File: config.mk
export PLATFORM = sky130hd
export DESIGN_NAME = rf_wb_ctrl
export DESIGN_NICKNAME = d
export VERILOG_FILES = /design/src/rtl/rf_wb_ctrl_pkg.sv /design/src/rtl/rf_scoreboard.sv /design/src/rtl/rf_wb_ctrl.sv
export SDC_FILE = /design/constraint.sdc
export NUM_CORES = 1
export LEC_CHECK = 0
export CORE_MARGIN = 5
export CORE_UTILIZATION = 44
export CTS_CLUSTER_SIZE = 28
export DETAILED_ROUTE_END_ITERATION = 10
export GPL_TIMING_DRIVEN = 0
export PLACE_DENSITY = 0.82
export SLEW_MARGIN = 0
export SYNTH_ARGS = -nofsm -noshare
export SYNTH_HDL_FRONTEND = slang
export SYNTH_SLANG_ARGS = --single-unit
File: constraint.sdc
create_clock -name clk -period 4.9 [get_ports clk]
set_input_delay 0.735 -clock clk [delete_from_list [all_inputs] [get_ports clk]]
set_output_delay 0.735 -clock clk [all_outputs]
set_load 0.02 [all_outputs]
File: src/rtl/rf_wb_ctrl_pkg.sv
// Shared definitions for the register-file write-back controller.
package rf_wb_ctrl_pkg;

    localparam int unsigned REG_ADDR_W = 5;
    localparam int unsigned XLEN       = 32;
    localparam int unsigned NUM_REGS   = 32;

    typedef enum logic {
        NORM  = 1'b0,
        DRAIN = 1'b1
    } wb_state_e;

endpackage

File: src/rtl/rf_scoreboard.sv
// Busy scoreboard, outstanding long-op counter, hazard stall and sticky
// protocol-error flag for the register-file write-back path.
module rf_scoreboard
    import rf_wb_ctrl_pkg::*;
#(
    parameter int unsigned MAX_PEND = 4
) (
    input  logic                  clk,
    input  logic                  rst,
    input  logic                  issue_valid,
    input  logic [REG_ADDR_W-1:0] issue_rs1,
    input  logic [REG_ADDR_W-1:0] issue_rs2,
    input  logic [REG_ADDR_W-1:0] issue_rd,
    input  logic                  issue_rd_wen,
    input  logic                  issue_long,
    input  logic                  drain,
    input  logic                  b_acc,
    input  logic [REG_ADDR_W-1:0] b_waddr,
    output logic                  issue_stall,
    output logic                  sb_err
);

    localparam int unsigned PEND_W = $clog2(MAX_PEND + 1);

    logic [NUM_REGS-1:0] busy;
    logic [NUM_REGS-1:0] busy_nxt;
    logic [PEND_W-1:0]   pend;
    logic [PEND_W-1:0]   pend_nxt;
    logic                pend_full;
    logic                issue_acc;
    logic                pend_inc;
    logic                err_evt;

    assign pend_full = (pend == PEND_W'(MAX_PEND));

    // Hazard checks use the registered busy vector only, so a B write-back
    // unblocks dependants one cycle later, once the regfile holds the value.
    assign issue_stall = rst
                       | busy[issue_rs1]
                       | busy[issue_rs2]
                       | (issue_rd_wen & busy[issue_rd])
                       | (issue_long & pend_full)
                       | drain;

    assign issue_acc = issue_valid & ~issue_stall;
    assign pend_inc  = issue_acc & issue_long;

    assign err_evt = b_acc & (((b_waddr != '0) & ~busy[b_waddr]) | (pend == '0));

    always_comb begin
        busy_nxt = busy;
        if (b_acc) begin
            busy_nxt[b_waddr] = 1'b0;
        end
        if (pend_inc & issue_rd_wen) begin
            busy_nxt[issue_rd] = 1'b1;
        end
        busy_nxt[0] = 1'b0;
    end

    always_comb begin
        pend_nxt = pend;
        if (pend_inc & ~b_acc) begin
            pend_nxt = pend + PEND_W'(1);
        end else if (b_acc & ~pend_inc & (pend != '0)) begin
            pend_nxt = pend - PEND_W'(1);
        end
    end

    always_ff @(posedge clk) begin
        if (rst) begin
            busy   <= '0;
            pend   <= '0;
            sb_err <= 1'b0;
        end else begin
            busy   <= busy_nxt;
            pend   <= pend_nxt;
            sb_err <= sb_err | err_evt;
        end
    end

endmodule

File: src/rtl/rf_wb_ctrl.sv
// Register-file write-back controller: A/B write-port arbitration, port-B
// starvation drain FSM and the issue-stage scoreboard.
module rf_wb_ctrl
    import rf_wb_ctrl_pkg::*;
#(
    parameter int unsigned MAX_PEND     = 4,
    parameter int unsigned STARVE_LIMIT = 8
) (
    input  logic                  clk,
    input  logic                  rst,
    input  logic                  i_issue_valid,
    input  logic [REG_ADDR_W-1:0] i_issue_rs1_5,
    input  logic [REG_ADDR_W-1:0] i_issue_rs2_5,
    input  logic [REG_ADDR_W-1:0] i_issue_rd_5,
    input  logic                  i_issue_rd_wen,
    input  logic                  i_issue_long,
    output logic                  o_issue_stall,
    input  logic                  i_a_valid,
    input  logic [REG_ADDR_W-1:0] i_a_waddr_5,
    input  logic [XLEN-1:0]       i_a_wdata_32,
    input  logic                  i_b_valid,
    input  logic [REG_ADDR_W-1:0] i_b_waddr_5,
    input  logic [XLEN-1:0]       i_b_wdata_32,
    output logic                  o_b_ready,
    output logic                  o_rf_wen,
    output logic [REG_ADDR_W-1:0] o_rf_waddr_5,
    output logic [XLEN-1:0]       o_rf_wdata_32,
    output logic                  o_sb_err
);

    localparam int unsigned SC_W = $clog2(STARVE_LIMIT + 1);

    wb_state_e         state;
    wb_state_e         state_nxt;
    logic [SC_W-1:0]   starve_cnt;
    logic [SC_W-1:0]   starve_cnt_nxt;
    logic              b_acc;

    assign o_b_ready     = ~rst & ~i_a_valid;
    assign o_rf_wen      = ~rst & (i_a_valid | i_b_valid);
    assign o_rf_waddr_5  = i_a_valid ? i_a_waddr_5  : i_b_waddr_5;
    assign o_rf_wdata_32 = i_a_valid ? i_a_wdata_32 : i_b_wdata_32;
    assign b_acc         = i_b_valid & o_b_ready;

    always_comb begin
        state_nxt      = state;
        starve_cnt_nxt = starve_cnt;
        case (state)
            NORM: begin
                if (b_acc | ~i_b_valid) begin
                    starve_cnt_nxt = '0;
                end else if (i_a_valid) begin
                    // Blocked for the STARVE_LIMIT-th consecutive cycle.
                    if (starve_cnt == SC_W'(STARVE_LIMIT - 1)) begin
                        state_nxt      = DRAIN;
                        starve_cnt_nxt = '0;
                    end else begin
                        starve_cnt_nxt = starve_cnt + SC_W'(1);
                    end
                end
            end
            DRAIN: begin
                starve_cnt_nxt = '0;
                if (b_acc | ~i_b_valid) begin
                    state_nxt = NORM;
                end
            end
            default: begin
                state_nxt      = NORM;
                starve_cnt_nxt = '0;
            end
        endcase
    end

    always_ff @(posedge clk) begin
        if (rst) begin
            state      <= NORM;
            starve_cnt <= '0;
        end else begin
            state      <= state_nxt;
            starve_cnt <= starve_cnt_nxt;
        end
    end

    rf_scoreboard #(
        .MAX_PEND(MAX_PEND)
    ) u_sb (
        .clk          (clk),
        .rst          (rst),
        .issue_valid  (i_issue_valid),
        .issue_rs1    (i_issue_rs1_5),
        .issue_rs2    (i_issue_rs2_5),
        .issue_rd     (i_issue_rd_5),
        .issue_rd_wen (i_issue_rd_wen),
        .issue_long   (i_issue_long),
        .drain        (state == DRAIN),
        .b_acc        (b_acc),
        .b_waddr      (i_b_waddr_5),
        .issue_stall  (o_issue_stall),
        .sb_err       (o_sb_err)
    );

endmodule

==> flow_summary.json, run 1 <==
{
  "status": "finished, final reports clean",
  "die_area_um2": 9510,
  "crit_buf_inv": 3,
  "p_per_area_nw_per_um2": 178,
  "ys_types": 52,
  "synth-warning-count": 0,
  "rows": 32,
  "grt_pass1_wl_um": 19100,
  "firstDrtPassIters": 7,
  "peakVddDrop_mv": 0.101,
  "worst_path_dominant_cell_family": "buffers and inverters",
  "drc_errors": 0,
  "reg2reg_from": "u_sb.busy[8]",
  "ff2ff_setup_slack_ns": 1.43,
  "hpwl_um": 9870,
  "drt_iter0_drc": 457,
  "finalCritPeriodShare": 0.846,
  "required_ns": 4.16,
  "ff2ff_path_depth": 11,
  "slowest_delay_ns": 0.63,
  "async_flop_share": 0,
  "postCtsHoldBufs": 0,
  "drt.antenna.violating_nets": 0,
  "seq_area_um2": 801,
  "area_growth_pct": 42.3,
  "portBuffers": 120,
  "clkTransAtPathRegs_ns": 0.07,
  "initial_core_util": 0.443,
  "cp.depth": 8,
  "fin_nets": 598,
  "fin_skew_ns": 0.00438,
  "grt_overflow": 0,
  "drive_above_1_share": 0.188,
  "crit_top_cell": "clkdlybuf4s50_1",
  "fillers": 643,
  "finalCriticalPeriod_ns": 4.15,
  "ys_seq_area_frac": 0.238,
  "die_h_um": 97.5,
  "finalHoldViolCount": 0,
  "cts_made_buffers": 5,
  "h-tree-depth": 2,
  "fin_util": 0.630,
  "crit_arrival_ns": 3.41,
  "coreArea_um2": 7610,
  "endpoint": "o_issue_stall",
  "grt_pass1_vias": 3677,
  "final-setup-viol-count": 0,
  "critPathKind": "input port to primary output",
  "clk_path_buf_depth": 2,
  "cp_max_fo": 10,
  "cp-end-kind": "primary output",
  "dpl_cell_area_um2": 4700,
  "synth_nets": 471,
  "rr_endpoint": "u_sb.pend[2]",
  "clk-insertion-delay-late_ns": 0.29,
  "io_pins": 137,
  "relSlewSlack": 0.378,
  "p_leak_nw": 1.57,
  "n_antenna_cell": 0,
  "synth_ff_type": "dfxtp_1",
  "clock_sinks": 40,
  "antenna_found_initial": 0,
  "crit_chain": "clkdlybuf4s50_1, clkbuf_1, mux4_2, nand2_1, a31oi_1, nor3_1, nand4_4, clkdlybuf4s50_1",
  "hold_path_class": "register to register",
  "drv_slew": 0,
  "wl_um": 12300,
  "dp.cells": 595,
  "fin_area_um2": 4800,
  "die_width_um": 97.5,
  "postSynthAreaPerCell_um2": 9.03,
  "finalNonFillerCells": 603,
  "grt_max_degree": 13,
  "syn_area_um2": 3370,
  "finalWorstSetupSlack_ns": 0.752,
  "maxCapViolCount": 0,
  "min_from": "u_sb.sb_err",
  "rsz0062_at_grt": "false",
  "cts_root_buffer": "clkbuf_8",
  "synthCells": 373,
  "fmax_ghz": 0.241,
  "avgRoutedWirePerCell_um": 20.4,
  "place_congestion": 0.940,
  "synth-edff-count": 0,
  "viasPerCell": 6.11,
  "cp-startpoint": "i_issue_rd_5[3]",
  "pre_cts_ws_ns": 0.625,
  "worst_pin_slew_ns": 0.931,
  "worst_setup_path_start_kind": "input port",
  "multi_input_area_um2": 2420,
  "cts_tree": "done",
  "cts_setup_buffers": 0,
  "tns_ns": 0,
  "vias": 3686,
  "synth.ff_latch_count": 40,
  "cts.repair.resized": 0,
  "grt_util_all_layers": 0.250,
  "crit_path_top_delay_cell": "clkdlybuf4s50_1"
}
worst register-to-register path, delay by kind of cell, from the launching register on:
kind | cells | cell delay, ns
buf+inv | 1 | 0.08
fa+ha+maj | 1 | 0.38
simple gates | 5 | 1.34
flops | 1 | 0.38
compound gates | 2 | 0.55
mux | 2 | 0.68
logic make-up (layout without fill, tap and decap cells):
| group | after synthesis | count (layout) | synth area share |
|---|---|---|---|
| mux | 79 | 79 | 0.336 |
| buf+inv | 40 | 168 | 0.0460 |
| flops | 40 | 40 | 0.238 |
| xor+xnor | 1 | 1 | 0.00260 |
| compound gates | 89 | 89 | 0.163 |
| fa+ha+maj | 2 | 2 | 0.00965 |
| simple gates | 122 | 122 | 0.205 |
per-stage QoR:
stage / total power [W] / hold WS (ns)
2_1_floorplan: 0.000488 / 0.429
3_3_place_gp: 0.000629 / 0.448
3_5_place_dp: 0.000635 / 0.456
4_1_cts: 0.000857 / 0.467
5_1_grt: 0.000883 / 0.486
6_report: 0.000852 / 0.454
layout by cell type (no fill, tap or decap), types with 3 or more instances in the layout:
master and instances:
mux2_2 44, nand2_1 36, nor3_1 6, or3_1 4, nand3b_1 7, a21oi_1 21
o22ai_1 14, dfxtp_1 40, clkdlybuf4s50_1 120, nor2b_1 5, nor2_1 17, nand2b_1 9
clkbuf_1 24, inv_1 10, nand3_1 13, clkbuf_8 6, o21ai_0 32, mux2i_1 12
o2bb2ai_1 3, buf_2 4, nor3_2 3, nor3b_1 5, mux4_2 23
layout make-up:
cell class                      instances  area share
Buffer                                 30      0.0245
Clock buffer                            6      0.0172
Clock inverter                          2     0.00209
Inverter                               10     0.00783
Multi-Input combinational cell        293       0.504
Sequential cell                        40       0.167
Tap cell                              102      0.0266
Timing Repair Buffer                  120       0.250
synth_stat cells, types with 2 or more instances:
cell	n	area [um^2]
nand4b_1	2	17.5
and3_1	2	12.5
clkbuf_1	24	90.1
o21bai_1	2	15.0
nor3_1	6	30.0
nand3_1	13	65.1
nand2_1	36	135
o2bb2ai_1	3	26.3
mux2i_1	12	120
o22ai_1	14	87.6
nor3b_1	6	45.0
buf_1	2	7.51
inv_1	10	37.5
o21ai_0	32	160
or2_2	2	12.5
nand3b_1	7	52.6
nor2_1	17	63.8
nand2b_1	9	56.3
mux2_2	44	495
a2111oi_0	2	17.5
a311oi_1	2	17.5
a31oi_1	2	12.5
buf_2	4	20.0
or3_1	4	25.0
dfxtp_1	40	801
mux4_2	23	518
a21oi_1	21	105
nor2b_1	5	31.3
nor3_4	2	32.5
nor3_2	3	30.0
layer usage:
| metal | part of all wire | GRT usage |
|---|---|---|
| met1 | 0.35 | 0.289 |
| met2 | 0.49 | 0.426 |
| met3 | 0.13 | 0.0797 |
| met4 | 0.036 | 0.0990 |
| met5 | 0 | 0 |
flip-flops by register name, summed over array words and instances (netlist names):
signal / count
starve_cnt: 4
state: 1
u_sb.busy: 31
u_sb.pend: 3
u_sb.sb_err: 1
worst min-delay path by stage:
stage                    endpoint  depth (start not counted)  slack (ns)
finish                u_sb.sb_err                          2        0.45
global route        starve_cnt[0]                          1        0.49
CTS                   u_sb.sb_err                          2        0.47
detailed placement    u_sb.sb_err                          2        0.46
global placement      u_sb.sb_err                          2        0.45
floorplan           starve_cnt[0]                          1        0.43
report_power, final:
| group | leakage [nW] | internal, W | switching (W) |
|---|---|---|---|
| Combinational | 1.20 | 0.000156 | 0.000137 |
| Clock | 0.0510 | 0.000112 | 0.000112 |
| Sequential | 0.323 | 0.000329 | 0.00000581 |
| Total | 1.57 | 0.000597 | 0.000255 |
No activity file was read; power rests on OpenSTA's default activity.
==> inputs of run 2 (changes only) <==
Clock period 4.9 ns to 3.89 ns, I/O delays scaled along.
==> run 2 against run 1 <==
Sequential power grew 26%. Flip-flop and latch count is the same. Largest cell class unchanged. Final area is essentially flat. Via count grew 0.41%. Power grew 26%. Register-to-register slack lost 1.0 ns. Die area is the same. Critical path depth is the same. Sequential share of layout area is essentially flat. Worst hold slack is essentially flat. Cell count is the same.
==> flow_summary.json, run 2 (same netlist as run 1, synthesis figures left out) <==
{
  "status": "finished, final reports clean",
  "final_common_cell": "clkdlybuf4s50_1",
  "area_growth_pct": 42.4,
  "vias": 3701,
  "firstDrtPassIters": 5,
  "mostFrequentLayoutCells": "clkdlybuf4s50_1, mux2_2, dfxtp_1",
  "wl_um": 12300,
  "grt_util_all_layers": 0.250,
  "cts_tree": "done",
  "fillers": 645,
  "finalCriticalPeriod_ns": 3.68,
  "io_pins": 137,
  "p_leak_nw": 1.57,
  "required_ns": 3.31,
  "rsz0062_at_grt": "false",
  "hpwl_um": 9870,
  "cts.repair.resized": 0,
  "p_per_area_nw_per_um2": 224,
  "grt_pass1_vias": 3677,
  "dpl_cell_area_um2": 4700,
  "viasPerCell": 6.14,
  "n_antenna_cell": 0,
  "fmax_ghz": 0.272,
  "worst_pin_slew_ns": 0.940,
  "fin_area_um2": 4800,
  "clock_sinks": 40,
  "drt_iter0_drc": 457,
  "cp-end-kind": "primary output",
  "fin_nets": 598,
  "coreArea_um2": 7610,
  "worst_setup_path_start_kind": "input port",
  "crit_arrival_ns": 3.10,
  "cts_setup_buffers": 0,
  "finalCritPeriodShare": 0.946,
  "clkTransAtPathRegs_ns": 0.07,
  "finalHoldViolCount": 0,
  "avgRoutedWirePerCell_um": 20.5,
  "postCtsHoldBufs": 0,
  "cts_made_buffers": 5,
  "portBuffers": 120,
  "h-tree-depth": 2,
  "critPathKind": "input port to primary output",
  "multi_input_area_um2": 2420,
  "drive_above_1_share": 0.190,
  "drc_errors": 0,
  "cp_max_fo": 10,
  "total_power_w": 0.00107,
  "die_width_um": 97.5,
  "die_area_um2": 9510,
  "die_h_um": 97.5,
  "initial_core_util": 0.443,
  "largest_register_ffs": 31,
  "fin_util": 0.631,
  "grt_max_degree": 13,
  "maxCapViolCount": 0,
  "clk_path_buf_depth": 2,
  "top_regs": "u_sb.busy (31), starve_cnt (4), u_sb.pend (3)",
  "final-setup-viol-count": 0,
  "seq_area_um2": 801,
  "drv_slew": 0,
  "peakVddDrop_mv": 0.127,
  "grt_overflow": 0,
  "top_register": "u_sb.busy",
  "antenna_found_initial": 0,
  "drt.antenna.violating_nets": 0,
  "hold_path_class": "register to register",
  "grt_pass1_wl_um": 19100,
  "fin_skew_ns": 0.00340,
  "clk-insertion-delay-late_ns": 0.30,
  "relSlewSlack": 0.372,
  "place_congestion": 0.940,
  "rows": 32,
  "cts_root_buffer": "clkbuf_8"
}
==> run 2: cell type report <==
type | instances | area share
Buffer | 30 | 0.0248
Clock buffer | 6 | 0.0172
Clock inverter | 2 | 0.00209
Inverter | 10 | 0.00782
Multi-Input combinational cell | 293 | 0.504
Sequential cell | 40 | 0.167
Tap cell | 102 | 0.0266
Timing Repair Buffer | 120 | 0.250
==> run 2: worst max-delay path, stage by stage <==
cell,delay [ns]
clkdlybuf4s50_1,0.56
clkbuf_2,0.26
mux4_2,0.32
nand2_1,0.08
a31oi_1,0.08
nor3_1,0.30
nand4_4,0.28
clkdlybuf4s50_1,0.63
==> run 2: final timing paths <==
kind	cells after the start	from	endpoint	slack, ns
max	8	i_issue_rd_5[3]	o_issue_stall	0.21
min	2	u_sb.sb_err	u_sb.sb_err	0.45
max reg2reg	11	u_sb.busy[8]	u_sb.pend[2]	0.43
min reg2reg	2	u_sb.sb_err	u_sb.sb_err	0.45
==> run 2: stage by stage <==
stage	cells	TNS (ns)	hold WS, ns	worst slack (ns)
floorplan	373	0	0.429	0.283
global placement	595	-0.158	0.448	-0.158
detailed placement	595	-0.234	0.456	-0.234
CTS	603	0	0.467	0.0648
global route	603	0	0.486	0.0373
finish	603	0	0.454	0.211
==> run 2: metal layers <==
metal  wire [um]  track usage  up-vias
met5           0            0        -
met4         412       0.0990        0
met3        1540       0.0797       39
met2        6020        0.426      266
met1        4360        0.289     1735
li1            -            -     1661
==> run 2: where the power goes <==
part | internal [W] | leakage [nW] | switching (W) | total [W]
Combinational | 0.000196 | 1.20 | 0.000172 | 0.000368
Sequential | 0.000415 | 0.323 | 0.00000730 | 0.000422
Clock | 0.000141 | 0.0510 | 0.000143 | 0.000284
Total | 0.000753 | 1.57 | 0.000322 | 0.00107
